### src/rtl/gameover_ctl_if.sv
// gameover_ctl_if: bundles the game-over controller's control inputs
// (restart request, result code, vertical blanking) and its outputs to the
// draw stage. master = the game/VGA side, slave = gameover_ctl.
interface gameover_ctl_if;
  logic       reset;
  logic [1:0] gameover;
  logic       vblnk;
  logic       over;
  logic [1:0] winner;
  logic       blink;
  logic       restart_done;

  modport master (
    output reset, gameover, vblnk,
    input  over, winner, blink, restart_done
  );

  modport slave (
    input  reset, gameover, vblnk,
    output over, winner, blink, restart_done
  );
endinterface

### src/rtl/gameover_ctl.sv
// gameover_ctl: confirms a stable non-zero game result over several frames,
// holds the over screen for a minimum number of frames, then waits for a
// player restart (reset asserted, then released with gameover back at 00).
// Optional macro GAMEOVER_BLINK_EN: blink toggles every BLINK_FRAMES frame
// ticks while over; without it blink simply follows over.
module gameover_ctl #(
  parameter int CONFIRM_FRAMES  = 2,
  parameter int MIN_OVER_FRAMES = 60,
  parameter int BLINK_FRAMES    = 30
) (
  input  logic          clk,
  input  logic          rst,
  gameover_ctl_if.slave bus
);

  localparam int MAX_CM = (CONFIRM_FRAMES > MIN_OVER_FRAMES) ? CONFIRM_FRAMES : MIN_OVER_FRAMES;
  localparam int MAX_P  = (MAX_CM > BLINK_FRAMES) ? MAX_CM : BLINK_FRAMES;
  localparam int CW     = $clog2(MAX_P + 1);

  localparam logic [CW-1:0] CONF_LAST = CW'(CONFIRM_FRAMES - 1);
  localparam logic [CW-1:0] OVER_SAT  = CW'(MIN_OVER_FRAMES);

  typedef enum logic [1:0] {PLAY, CONFIRM, OVER, RELEASE} state_t;

  state_t        state;
  logic [CW-1:0] cnt;
  logic [1:0]    cand;
  logic          vblnk_q;
  logic          frame_tick;

`ifdef GAMEOVER_BLINK_EN
  localparam int BW = $clog2(BLINK_FRAMES + 1);
  localparam logic [BW-1:0] BLINK_LAST = BW'(BLINK_FRAMES - 1);

  logic [BW-1:0] bcnt;
  logic [BW-1:0] bcnt_adv;
  logic          blink_adv;

  // Next blink counter / phase if the current cycle is spent in OVER or RELEASE
  always_comb begin
    bcnt_adv  = bcnt;
    blink_adv = bus.blink;
    if (frame_tick) begin
      if (bcnt == BLINK_LAST) begin
        bcnt_adv  = '0;
        blink_adv = ~bus.blink;
      end else begin
        bcnt_adv = bcnt + 1'b1;
      end
    end
  end
`endif

  // Frame tick: one clk pulse on each rising edge of vblnk
  always_ff @(posedge clk) begin
    if (rst) begin
      vblnk_q    <= 1'b0;
      frame_tick <= 1'b0;
    end else begin
      vblnk_q    <= bus.vblnk;
      frame_tick <= bus.vblnk & ~vblnk_q;
    end
  end

  // Game-over FSM with registered outputs
  always_ff @(posedge clk) begin
    if (rst) begin
      state            <= PLAY;
      cnt              <= '0;
      cand             <= '0;
      bus.over         <= 1'b0;
      bus.winner       <= '0;
      bus.blink        <= 1'b0;
      bus.restart_done <= 1'b0;
`ifdef GAMEOVER_BLINK_EN
      bcnt             <= '0;
`endif
    end else begin
      bus.restart_done <= 1'b0;
      case (state)
        PLAY: begin
          cnt <= '0;
          if (!bus.reset && bus.gameover != 2'b00) begin
            state <= CONFIRM;
            cand  <= bus.gameover;
          end
        end
        CONFIRM: begin
          if (bus.reset || bus.gameover == 2'b00) begin
            state <= PLAY;
            cnt   <= '0;
          end else if (bus.gameover != cand) begin
            cand <= bus.gameover;
            cnt  <= '0;
          end else if (frame_tick) begin
            // Transition happens on the tick that completes the count
            if (cnt == CONF_LAST) begin
              state      <= OVER;
              cnt        <= '0;
              bus.over   <= 1'b1;
              bus.winner <= cand;
              bus.blink  <= 1'b1;
`ifdef GAMEOVER_BLINK_EN
              bcnt       <= '0;
`endif
            end else begin
              cnt <= cnt + 1'b1;
            end
          end
        end
        OVER: begin
`ifdef GAMEOVER_BLINK_EN
          bcnt      <= bcnt_adv;
          bus.blink <= blink_adv;
`endif
          if (cnt == OVER_SAT && bus.reset) begin
            state <= RELEASE;
            cnt   <= '0;
          end else if (frame_tick && cnt != OVER_SAT) begin
            cnt <= cnt + 1'b1;
          end
        end
        RELEASE: begin
          if (!bus.reset && bus.gameover == 2'b00) begin
            state            <= PLAY;
            cand             <= '0;
            bus.over         <= 1'b0;
            bus.winner       <= '0;
            bus.blink        <= 1'b0;
            bus.restart_done <= 1'b1;
`ifdef GAMEOVER_BLINK_EN
            bcnt             <= '0;
`endif
          end else begin
`ifdef GAMEOVER_BLINK_EN
            bcnt      <= bcnt_adv;
            bus.blink <= blink_adv;
`endif
          end
        end
        default: state <= PLAY;
      endcase
    end
  end

endmodule

### src/flat_wrapper.sv
// flat-port wrapper written by rule: the top's interface ports become plain ports
module gameover_ctl_flat 
#(
  parameter int CONFIRM_FRAMES  = 2,
  parameter int MIN_OVER_FRAMES = 60,
  parameter int BLINK_FRAMES    = 30
)
  (clk, rst, bus_reset, bus_gameover, bus_vblnk, bus_over, bus_winner, bus_blink, bus_restart_done);
  gameover_ctl_if bus_i ();
  input  logic clk;
  input  logic rst;
  input wire logic [$bits(bus_i.reset)-1:0] bus_reset;
  input wire logic [$bits(bus_i.gameover)-1:0] bus_gameover;
  input wire logic [$bits(bus_i.vblnk)-1:0] bus_vblnk;
  output wire logic [$bits(bus_i.over)-1:0] bus_over;
  output wire logic [$bits(bus_i.winner)-1:0] bus_winner;
  output wire logic [$bits(bus_i.blink)-1:0] bus_blink;
  output wire logic [$bits(bus_i.restart_done)-1:0] bus_restart_done;
  assign bus_i.reset = bus_reset;
  assign bus_i.gameover = bus_gameover;
  assign bus_i.vblnk = bus_vblnk;
  assign bus_over = bus_i.over;
  assign bus_winner = bus_i.winner;
  assign bus_blink = bus_i.blink;
  assign bus_restart_done = bus_i.restart_done;
  gameover_ctl #(.CONFIRM_FRAMES(CONFIRM_FRAMES), .MIN_OVER_FRAMES(MIN_OVER_FRAMES), .BLINK_FRAMES(BLINK_FRAMES)) u_core (.clk(clk), .rst(rst), .bus(bus_i));
endmodule
### config.mk
export PLATFORM = sky130hd
export DESIGN_NAME = gameover_ctl_flat
export DESIGN_NICKNAME = d
export VERILOG_FILES = /design/src/rtl/gameover_ctl_if.sv /design/src/rtl/gameover_ctl.sv /design/src/flat_wrapper.sv
export SDC_FILE = /design/constraint.sdc
export NUM_CORES = 1
export LEC_CHECK = 0
export ABC_AREA = 1
export BUFFER_PORTS_ARGS = -buffer_cell sky130_fd_sc_hd__buf_2
export CAP_MARGIN = 5
export CORE_MARGIN = 3
export CORE_UTILIZATION = 23
export DETAILED_ROUTE_END_ITERATION = 7
export GPL_TIMING_DRIVEN = 0
export PLACE_DENSITY_LB_ADDON = 0.3
export RECOVER_POWER = 25
export SETUP_SLACK_MARGIN = 0.3
export SLEW_MARGIN = 5
export SYNTH_ARGS = -nofsm -noshare
export SYNTH_HDL_FRONTEND = slang
export SYNTH_SLANG_ARGS = --single-unit
### constraint.sdc
create_clock -name clk -period 3.9 [get_ports clk]
set_input_delay 0.585 -clock clk [delete_from_list [all_inputs] [get_ports clk]]
set_output_delay 0.585 -clock clk [all_outputs]
set_load 0.01 [all_outputs]
==> impl_results.md <==
- Register area: 320 um^2
- Fin. Hold Viols: 0
- Synthesized cell area: approximately 0.0011 mm^2
- Largest net degree at the start of global routing: 11
- Hold path depth: 1
- R2R depth: 10
- Hold-fix buffers, CTS: 0
- Synth cell types: 23
- Fin crit period: around 1.7 ns
- Max-cap violations: 0
- Total CTS buffers: 3
- H-Tree Depth: 1
- Post-synth EDFFs: 0
- Area post-placement: 0.00121 mm^2
- Setup crit end kind: register
- GPL Wtd Cong: between 0.8 and 0.9
- Post-route cell area: 0.00126 mm^2
- Clk root buf: clkbuf_8
- DR pass1 iterations: 4
- VDD IR max: 0.000215 V
- Die width: about 75 um
- WP data arrival: roughly 1.9 ns
- Type of origin of the critical path: register
- 1st-iter DRT viols: 34
- CTS tree: done
- Die height: between 70 and 80 um
- Synthesized instance count: ~170
- Pre-CTS WS: ~2.1 ns
- Area of the multi-input gates: 663 um^2
- Grt ovf: 0
- Share of cells above drive strength 1: 15.1%
- GR Util met3: approximately 2.5%
- Register bit total from synthesis: 16
- Busiest grt layer: met2
- Status: completed
- Register area share after synthesis: 29.0%
- Std cell rows: 24
- Commonest cells in the netlist: nand2_1 (44), inv_1 (26), nor2_1 (21)
- Drt via density: ~4.4
- Post-route ant nets: 0
- Antenna cell count: 0
- Req. time, crit path: approximately 4 ns
- Met1 GRT Util: between 10% and 20%
- Hold Path Origin: u_core.vblnk_q
- Worst Tran Pin Value: approximately 0.47 ns
- Final period utilization: 44.1%
- Total GRT Usage: a little under a tenth
- Filler cells: 509
- Ys async rst share: 0%
- Final setup TNS: 0 ns
- Crit Path Class: reg -> reg
- Port Buf Inserts: 9
- Final Slew Violations: 0
- Main flop type after synthesis: dfxtp_1
- Max Fanout on Critical Path: 7
- Vias in the first global route: roughly 940
- Final setup viols: 0
- Max_slew headroom: 68.9%
- Final core occ: between 20 and 30%
- # IOs: 11
- # clock sinks: 16
- Clk_lat worst skew: roughly 0.26 ns
- Met2 Use GR: roughly 15%
- Finished Layout Cells: between 200 and 250
- Placed Cells incl. Taps: between 200 and 250
- Layout area overhead: 14.6%
- Post-CTS Setup Bufs: 0
- Routed WL: roughly 2400 um
- Skew final: 0.00539 ns
- Yosys top cell by area: dfxtp_1
- RSZ-0062 raised after global routing: false
- HP Class: reg -> reg
- Final Worst Setup Slack: 2.18 ns
- DR WL/cell: between 10 and 15 um
- Final HPWL DP: about 1900 um
- Area contributors post-synth: dfxtp_1 (29%), nand2_1 (15%), ha_1 (9.1%)
- Initial antenna violation count: 0
- Core area: approximately 0.0045 mm^2
- Clock tree buffer depth: 2
- Synth Warn #: 0
- Worst-path clk slew: around 0.07 ns
- Fmax: roughly 580 MHz
- First-pass GRT wire length: roughly 4100 um
- Synthesized Nets: roughly 190
- Via count: roughly 1000
- Power, Total: about 0.73 mW
- Initial Util: approximately a quarter
- P per Cell Area: around 580 mW/mm^2
- Worst hold slack: about 0.40 ns
- Layout net count: 200
- Count leader, synth: nand2_1
- Die Area: 0.00567 mm^2
- Synth top area share: between 20% and 30%
- DR DRC count: 0
- Leak: 0.620 nW
- Syn avg cell area: approximately 6.4 um^2
- PostCTS Resize Cnt: 0
## layer usage
layer  routed length, um  share of wire [%]  vias up
li1                    -                  -      570
met1                1270                 53      456
met2                1010                 42       12
met3                  96                4.0        2
met4                  16               0.67        0
met5                   0                  0        -
## where the power goes
part | switching [mW] | leakage [nW] | internal (mW)
clock | 0.0643 | 0.0288 | 0.0898
sequential | 0.0288 | 0.130 | 0.195
combinational | 0.223 | 0.461 | 0.128
total | 0.316 | 0.620 | 0.412
## cell families after synthesis
| logic type | Yosys count | synth area share (%) |
|---|---|---|
| compound gates | 17 | 8.84 |
| xor+xnor | 1 | 0.794 |
| fa+ha+maj | 8 | 9.07 |
| buf+inv | 31 | 10.9 |
| simple gates | 99 | 41.4 |
| flops | 16 | 29.0 |
## worst paths after layout
check                                    endpoint  slack, ns
worst max-delay path                u_core.cnt[5]       2.18
worst min-delay path            u_core.frame_tick       0.40
worst max register to register      u_core.cnt[5]       2.18
worst min register to register  u_core.frame_tick       0.40
## area by class of cell
type	count	area share [%]
well taps	52	5.14
repair buffers	9	3.26
clock buffers	4	4.35
flip-flops and latches	16	25.3
plain buffers	2	0.890
inverters	29	8.61
multi-input cells	125	52.4
## worst max-delay path, stage by stage (launching register included)
cell,delay [ns]
dfxtp_1,0.33
inv_1,0.12
ha_1,0.32
inv_1,0.11
nor3_2,0.23
nand3_1,0.12
nand2_2,0.14
nand2_1,0.06
nand2_1,0.07
nand2_1,0.06
a21oi_2,0.11
## state kept, by name (all words and copies together), names as in the netlist, named ones only
| register | count |
|---|---|
| u_core.cand | 2 |
| u_core.bus.restart_done | 1 |
| u_core.state | 1 |
| u_core.vblnk_q | 1 |
| u_core.frame_tick | 1 |
| u_core.bus.winner | 2 |
| u_core.bus.over | 1 |
| u_core.cnt | 6 |
## layout by cell type, fill, tap and decap left out, drive strengths merged
cell    synthesis  final
a31oi           1      1
a21oi          12     12
dfxtp          16     16
nand2          47     47
nor2           26     26
xor2            1      1
nand3          16     16
clkbuf          1      8
o21ai           4      4
buf             1      7
ha              8      8
inv            29     29
nor3            4      4
nand4           6      6
Note: power is estimated with default switching activity, not from simulation.
